**src/rtl/demux_dispatch_ctrl.sv**
```systemverilog
// 1-to-4 dispatch controller: one valid/ready input stream feeds four
// one-entry output slots, either round-robin or directed by sel.
module demux_dispatch_ctrl #(
    parameter int W     = 8,
    parameter int CNT_W = 8
) (
    input  logic             clk,
    input  logic             rst,
    input  logic [W-1:0]     din,
    input  logic             in_valid,
    output logic             in_ready,
    input  logic             mode,
    input  logic [1:0]       sel,
    input  logic [3:0]       chan_en,
    output logic [W-1:0]     dout0,
    output logic [W-1:0]     dout1,
    output logic [W-1:0]     dout2,
    output logic [W-1:0]     dout3,
    output logic [3:0]       out_valid,
    input  logic [3:0]       out_ready,
    output logic [1:0]       rr_ptr,
    output logic [CNT_W-1:0] drop_cnt
);

    typedef enum logic {EMPTY = 1'b0, FULL = 1'b1} slot_state_e;

    slot_state_e      state_q [4];
    slot_state_e      state_d [4];
    logic [W-1:0]     data_q  [4];
    logic [W-1:0]     data_d  [4];
    logic [1:0]       rr_ptr_q, rr_ptr_d;
    logic [CNT_W-1:0] drop_cnt_q, drop_cnt_d;

    logic [3:0] slot_free;
    logic [3:0] drain;
    logic [3:0] fill;
    logic [1:0] target;
    logic [1:0] cand;
    logic       target_ok;
    logic       drop;
    logic       accept;

    always_comb begin
        // NOTE: every combinational output gets a default first so no path leaves it unassigned (no latch).
        target    = rr_ptr_q;
        target_ok = 1'b0;
        drop      = 1'b0;
        cand      = '0;
        for (int n = 0; n < 4; n++) begin
            drain[n]     = (state_q[n] == FULL) && out_ready[n];
            slot_free[n] = (state_q[n] == EMPTY) || out_ready[n];
        end
        if (mode) begin
            target = sel;
            if (chan_en[sel]) begin
                target_ok = slot_free[sel];
            end else begin
                target_ok = 1'b1;
                drop      = 1'b1;
            end
        end else begin
            // Walk from the farthest offset back so the nearest eligible channel wins.
            for (int i = 3; i >= 0; i--) begin
                cand = rr_ptr_q + 2'(i);
                if (chan_en[cand] && slot_free[cand]) begin
                    target    = cand;
                    target_ok = 1'b1;
                end
            end
        end
        in_ready = target_ok;
        accept   = in_valid && target_ok;
        for (int n = 0; n < 4; n++) begin
            fill[n] = accept && !drop && (target == 2'(n));
        end
    end

    always_comb begin
        rr_ptr_d   = rr_ptr_q;
        drop_cnt_d = drop_cnt_q;
        for (int n = 0; n < 4; n++) begin
            state_d[n] = state_q[n];
            data_d[n]  = data_q[n];
            if (fill[n]) begin
                state_d[n] = FULL;
                data_d[n]  = din;
            end else if (drain[n]) begin
                state_d[n] = EMPTY;
            end
        end
        if (accept && !mode) begin
            rr_ptr_d = target + 2'd1;
        end
        if (accept && drop && (drop_cnt_q != '1)) begin
            drop_cnt_d = drop_cnt_q + 1'b1;
        end
    end

    // NOTE: sequential state uses non-blocking assignments so all flops update from pre-edge values.
    always_ff @(posedge clk) begin
        if (rst) begin
            for (int n = 0; n < 4; n++) begin
                state_q[n] <= EMPTY;
                data_q[n]  <= '0;
            end
            rr_ptr_q   <= '0;
            drop_cnt_q <= '0;
        end else begin
            for (int n = 0; n < 4; n++) begin
                state_q[n] <= state_d[n];
                data_q[n]  <= data_d[n];
            end
            rr_ptr_q   <= rr_ptr_d;
            drop_cnt_q <= drop_cnt_d;
        end
    end

    always_comb begin
        for (int n = 0; n < 4; n++) begin
            out_valid[n] = (state_q[n] == FULL);
        end
    end

    assign dout0    = out_valid[0] ? data_q[0] : '0;
    assign dout1    = out_valid[1] ? data_q[1] : '0;
    assign dout2    = out_valid[2] ? data_q[2] : '0;
    assign dout3    = out_valid[3] ? data_q[3] : '0;
    assign rr_ptr   = rr_ptr_q;
    assign drop_cnt = drop_cnt_q;

endmodule

```
**config.mk**
```make
export PLATFORM = sky130hd
export DESIGN_NAME = demux_dispatch_ctrl
export DESIGN_NICKNAME = d
export VERILOG_FILES = /design/src/rtl/demux_dispatch_ctrl.sv
export SDC_FILE = /design/constraint.sdc
export NUM_CORES = 1
export LEC_CHECK = 0
export ABC_AREA = 1
export CAP_MARGIN = 20
export CORE_UTILIZATION = 40
export DETAILED_ROUTE_END_ITERATION = 7
export PLACE_DENSITY = 0.74
export SETUP_SLACK_MARGIN = 0.02
export SKIP_CTS_REPAIR_TIMING = 1
export SLEW_MARGIN = 20
export SYNTH_ARGS = -nofsm -noshare
export SYNTH_HDL_FRONTEND = slang
export SYNTH_SLANG_ARGS = --single-unit
```
**constraint.sdc**
```tcl
create_clock -name clk -period 4.2 [get_ports clk]
set_clock_uncertainty 0.2 [all_clocks]
set_input_delay 0.63 -clock clk [delete_from_list [all_inputs] [get_ports clk]]
set_output_delay 0.63 -clock clk [all_outputs]
set_load 0.1 [all_outputs]
```
==> results of run 1 <==
==> final cells by class <==
cell class / count / area, sq um / area share
repair buffers: 69 / 693 / 0.199
flip-flops and latches: 46 / 921 / 0.265
clock buffers: 5 / 68.8 / 0.0198
inverters: 73 / 274 / 0.0788
well taps: 77 / 96.3 / 0.0277
multi-input cells: 314 / 1380 / 0.397
clock inverters: 3 / 43.8 / 0.0126
==> routing by layer <==
metal  vias up  part of all wire  wire length [um]  track usage
met2        79              0.48              3210        0.344
li1       1470                 -                 -            -
met3         9             0.049               332       0.0364
met5         -                 0                 0            0
met1      1205              0.47              3140        0.241
met4         0             0.010                68       0.0385
==> critical path, stage by stage <==
cell	delay (ns)
clkdlybuf4s50_1	0.45
inv_1	0.04
nand2_1	0.14
nand2_1	0.10
nand2_1	0.09
nand2_1	0.05
nand2_1	0.11
nor2_1	0.06
nand2_1	0.09
nand2_1	0.07
nand2_2	0.10
buf_4	0.30
==> layout by cell type, fill, tap and decap left out, types with 6 or more instances in the layout <==
cell / Yosys / routed
a21oi_1: 16 / 16
clkdlybuf4s50_1: 0 / 67
dfxtp_1: 46 / 46
inv_1: 70 / 69
nand2_1: 141 / 141
nand2_2: 6 / 6
nand3_1: 47 / 47
nor2_1: 77 / 77
nor2_4: 6 / 6
o21ai_0: 7 / 7
==> worst paths after layout <==
check	start	end	slack (ns)	cells after the start
max	out_ready[3]	in_ready	1.13	12
min	data_q[2][4]$_SDFFE_PP0P_	data_q[2][4]$_SDFFE_PP0P_	0.29	2
max reg2reg	rr_ptr[0]$_SDFFE_PP0P_	data_q[2][2]$_SDFFE_PP0P_	1.45	15
min reg2reg	data_q[2][4]$_SDFFE_PP0P_	data_q[2][4]$_SDFFE_PP0P_	0.29	2
==> state kept, by name, summed over array words and instances, names as in the netlist <==
| name | count |
|---|---|
| drop_cnt | 8 |
| rr_ptr | 2 |
| state_q | 4 |
| data_q | 32 |
==> cell usage after synthesis, types with 2 or more instances <==
library cell,count
o21ai_0,7
buf_2,8
dfxtp_1,46
inv_1,70
nor2_4,6
a21oi_1,16
nor3_1,5
nand3_1,47
buf_6,5
nand2_2,6
clkbuf_1,2
inv_2,3
nand2_1,141
buf_4,6
nor2_1,77
==> metrics by stage <==
stage	hold WS [ns]	total power [mW]	instances
final	0.291	1.15	587
after global routing	0.310	1.21	587
after CTS	0.291	1.15	586
after detailed placement	0.274	0.816	578
after global placement	0.267	0.809	578
after floorplan	0.255	0.757	454
==> power groups by stage <==
stage          Sequential, mW  Combinational (mW)  Clock, mW
3_3_place_gp            0.501               0.308          0
3_5_place_dp            0.502               0.314          0
2_1_floorplan           0.512               0.245          0
6_report                0.492               0.317      0.336
5_1_grt                 0.497               0.348      0.362
4_1_cts                 0.492               0.315      0.343
==> cell families after synthesis <==
| family | Yosys count | synth area share |
|---|---|---|
| buffers and inverters | 94 | 0.155 |
| DFF | 46 | 0.338 |
| xor gates and xnor gates | 1 | 0.00321 |
| adders and majority gates | 1 | 0.00459 |
| AOI/OAI and AO/OA | 25 | 0.0468 |
| and+or+nand+nor | 287 | 0.452 |
==> results.sh, run 1 <==
export IMPL_synth_main_ff_cell="dfxtp_1"
export IMPL_coreArea_sq_um=6460
export IMPL_hp_class="flop to flop"
export IMPL_power_leakage_nw=1.75
export IMPL_antenna_found_initial=0
export IMPL_cts_tree="yes"
export IMPL_synth_area_leaders="dfxtp_1 34%, nand2_1 19%, nor2_1 11%, inv_1 9.6%, nand3_1 8.6%"
export IMPL_fin_crit_sh=0.731
export IMPL_drtAntennaViolNets=0
export IMPL_row_count=29
export IMPL_pin_count=69
export IMPL_yosys_area_top_type="dfxtp_1"
export IMPL_hold_viol=0
export IMPL_pwr_share_clk=0.293
export IMPL_final_nets=532
export IMPL_grt_overflow=0
export IMPL_relSlewSlack=0.346
export IMPL_violations="design-rule violations"
export IMPL_vias=2763
export IMPL_grt_max_degree=40
export IMPL_cap_violations=0
export IMPL_place_ws_ns=1.14
export IMPL_dpl_hpwl_um=4880
export IMPL_pwr_share_comb=0.277
export IMPL_layout_min_cycle_time_ns=3.07
export IMPL_clockBufferDepth=2
export IMPL_ys_ff_latch=46
export IMPL_ys_types=24
export IMPL_ys_seq_area_frac=0.338
export IMPL_drc=10
export IMPL_critPathArrivalTime_ns=2.24
export IMPL_clock_latency_ns=0.29
export IMPL_syn_avg_cell_area_sq_um=6.00
export IMPL_die_w_um=84.5
export IMPL_die_area_sq_um=7150
export IMPL_nFillCells=653
export IMPL_wire_per_inst_um=11.5
export IMPL_internal_power_uw=739
export IMPL_clock_sinks=46
export IMPL_p_sw_frac=0.355
export IMPL_start_util=0.422
export IMPL_cp_required_ns=3.37
export IMPL_critPathCaptureType="output pin"
export IMPL_power_density_nw_per_um2=329
export IMPL_max_freq_mhz=326
export IMPL_drtPass1Iterations=7
export IMPL_slew_violations=0
export IMPL_die_h_um=84.5
export IMPL_grtUsageTotal=0.193
export IMPL_finalSetupViolations=0
export IMPL_rsz0062_at_grt="no"
export IMPL_status="finished with violations"
export IMPL_antennaDiodeCount=0
export IMPL_layout_drive_gt1_share=0.0549
export IMPL_synth_fp_nets=477
export IMPL_io_buffers=68
export IMPL_area_delta_synth_final_pct=27.6
export IMPL_cts_max_level=2
export IMPL_p_switching_uw=407
export IMPL_fin_area_sq_um=3480
export IMPL_wl_um=6750
export IMPL_tns_ns=0
export IMPL_async_flop_share=0
export IMPL_gp_congestion=0.920
export IMPL_clkSlewWorstSetupHoldPaths_ns=0.08
export IMPL_synth_edf_count=0
export IMPL_worst_pin_slew_ns=0.978
export IMPL_fin_util=0.539
export IMPL_ir_drop_uv=221
export IMPL_ys_warn_count=0
export IMPL_syn_cell_area_sq_um=2730
export IMPL_viasPerCell=4.71
export IMPL_fin_ws_ns=1.13
export IMPL_path_class="input port to output pin"
export IMPL_grt_pass1_wl_um=11400
export IMPL_dr_first_iter_drc_count=161
export IMPL_grt_pass1_vias=2530
export IMPL_synth_top_area_frac=0.338
export IMPL_p_seq_frac=0.430
export IMPL_cp_max_fo=4
export IMPL_synth_cells=454
export IMPL_post_dp_cell_area_sq_um=3350
export IMPL_root_buffer="clkbuf_8"
export IMPL_cts_buffers=5
export IMPL_startpoint_type="input port"
No activity file was read; power rests on OpenSTA's default activity.
==> run 2, diff against run 1 <==
Clock period 4.2 ns to 3 ns, I/O delays scaled along.
==> run 2 against run 1 <==
  * The run still ends with design-rule violations left
  * Non-clock buffer count increased by 2
  * Final cell count is 0.34% higher
  * Register-to-register slack worse by 0.95 ns
  * Power increased by 40%
  * Critical path depth is the same
  * Clock power grew 40%
  * Routed wire length shrank 0.78%
  * Clock-buffer cell count unchanged
  * Global-route usage increased by 0.39 points
  * Flip-flop and latch count is the same
  * Worst setup slack got worse by 0.75 ns
  * Sequential share of layout area is 0.80 points higher
  * Largest power group unchanged
==> results.sh, run 2 (synthesis results as in run 1) <==
export IMPL_cp_common_cell="nand2_1"
export IMPL_clock_sinks=46
export IMPL_start_util=0.422
export IMPL_cp_required_ns=2.35
export IMPL_r2r_cells=12
export IMPL_layout_commonest_cell="nand2_1"
export IMPL_fin_hold_ws_ns=0.290
export IMPL_status="finished with violations"
export IMPL_cpPeakStageDelay_ns=0.46
export IMPL_gp_congestion=0.806
export IMPL_root_buffer="clkbuf_8"
export IMPL_fin_crit_sh=0.874
export IMPL_cts_tree="yes"
export IMPL_critPathArrivalTime_ns=1.97
export IMPL_final_nets=534
export IMPL_wl_met1_um=3150
export IMPL_grt_max_degree=34
export IMPL_relSlewSlack=0.708
export IMPL_power_leakage_nw=1.86
export IMPL_path_class="input port to output pin"
export IMPL_vias=2729
export IMPL_hold_path_cell_count=2
export IMPL_violations="design-rule violations"
export IMPL_place_ws_ns=0.139
export IMPL_clockBufferDepth=2
export IMPL_clock_latency_ns=0.30
export IMPL_cts_max_level=2
export IMPL_dr_first_iter_drc_count=175
export IMPL_clkSlewWorstSetupHoldPaths_ns=0.09
export IMPL_top_layer_used="met4"
export IMPL_die_area_sq_um=7150
export IMPL_layout_common_cells="141 x nand2_1, 77 x nor2_1, 70 x inv_1"
export IMPL_layout_drive_gt1_share=0.152
export IMPL_crit_family="simple AND/OR/NAND/NOR gates"
export IMPL_power_density_nw_per_um2=473
export IMPL_drtAntennaViolNets=0
export IMPL_pin_count=69
export IMPL_crit_buf_inv=3
export IMPL_cap_violations=0
export IMPL_cp_max_fo=4
export IMPL_drtPass1Iterations=6
export IMPL_max_freq_mhz=381
export IMPL_critPathCaptureType="output pin"
export IMPL_ir_drop_uv=217
export IMPL_dpl_hpwl_um=4990
export IMPL_grt_overflow=0
export IMPL_fin_util=0.524
export IMPL_die_h_um=84.5
export IMPL_drc=8
export IMPL_grt_pass1_vias=2538
export IMPL_coreArea_sq_um=6460
export IMPL_antenna_found_initial=0
export IMPL_grtUsageTotal=0.196
export IMPL_slew_violations=0
export IMPL_top_register="data_q"
export IMPL_tns_ns=0
export IMPL_hp_class="flop to flop"
export IMPL_area_delta_synth_final_pct=24.2
export IMPL_worstPathCellList="clkdlybuf4s50_1 -> inv_1 -> nand2_1 -> nand2_1 -> nand2_1 -> nand2_1 -> nand2_1 -> nor2_1 -> nand2_1 -> nand2_1 -> nand2_2 -> buf_12"
export IMPL_row_count=29
export IMPL_antennaDiodeCount=0
export IMPL_wire_per_inst_um=11.4
export IMPL_routed_wl_met3_um=332
export IMPL_power_mw=1.60
export IMPL_hold_viol=0
export IMPL_io_buffers=68
export IMPL_finalSetupViolations=0
export IMPL_worst_pin_slew_ns=0.436
export IMPL_grt_pass1_wl_um=11400
export IMPL_layout_min_cycle_time_ns=2.62
export IMPL_nFillCells=686
export IMPL_fin_ws_ns=0.378
export IMPL_die_w_um=84.5
export IMPL_met2WireLength_um=3170
export IMPL_worst_path_max_delay_cell="clkdlybuf4s50_1"
export IMPL_largest_reg_flops=32
export IMPL_viasPerCell=4.63
export IMPL_startpoint_type="input port"
export IMPL_rsz0062_at_grt="no"
export IMPL_cts_buffers=5
export IMPL_wl_um=6700
export IMPL_path_depth=12
[run 2: cell count changes in the layout (fill, tap and decap cells not counted), moves of 2 or more]
cell             previous run  this run
clkdlybuf4s50_1            67        21
dfxtp_2                     0         2
dfxtp_1                    46        44
buf_4                       1        49
[run 2: power breakdown]
part | leakage (nW) | switching (mW) | internal [mW]
registers | 0.375 | 0.0330 | 0.652
clock network | 0.0585 | 0.221 | 0.250
logic | 1.43 | 0.313 | 0.134
[run 2: cell type report]
| class | instances | area [sq um] | area share |
|---|---|---|---|
| well taps | 77 | 96.3 | 0.0285 |
| clock inverters | 3 | 43.8 | 0.0129 |
| repair buffers | 71 | 598 | 0.177 |
| clock buffers | 5 | 68.8 | 0.0203 |
| multi-input cells | 314 | 1380 | 0.408 |
| flip-flops and latches | 46 | 923 | 0.273 |
| inverters | 73 | 274 | 0.0809 |
[run 2: stage by stage]
stage / cell area, sq um / cells
2_1_floorplan: 2730 / 454
3_3_place_gp: 3270 / 581
3_5_place_dp: 3270 / 581
4_1_cts: 3390 / 589
5_1_grt: 3390 / 589
6_report: 3390 / 589
[run 2: worst paths after layout]
check                                  from                   endpoint  slack [ns]
setup / recovery               out_ready[2]                   in_ready        0.38
setup reg to reg      state_q[1]$_SDFF_PP0_  data_q[0][2]$_SDFFE_PP0P_        0.50
hold reg to reg   data_q[1][2]$_SDFFE_PP0P_  data_q[1][2]$_SDFFE_PP0P_        0.29
hold / removal    data_q[1][2]$_SDFFE_PP0P_  data_q[1][2]$_SDFFE_PP0P_        0.29
[run 2: per-layer routing]
metal,GRT usage,up-vias
met4,0.0508,0
li1,-,1476
met5,0,-
met3,0.0354,6
met1,0.252,1193
met2,0.341,54
[run 2: worst register-to-register path: stages (launching register included)]
cell and delay [ns]:
dfxtp_1 0.54, nand2_1 0.21, nand2_1 0.11, nand2_1 0.08
nand2_1 0.08, nand2_2 0.07, a21oi_1 0.17, nand3_1 0.11
nand3_1 0.12, nand2_2 0.26, nor2_4 0.31, nor2_1 0.07
nor2_1 0.11
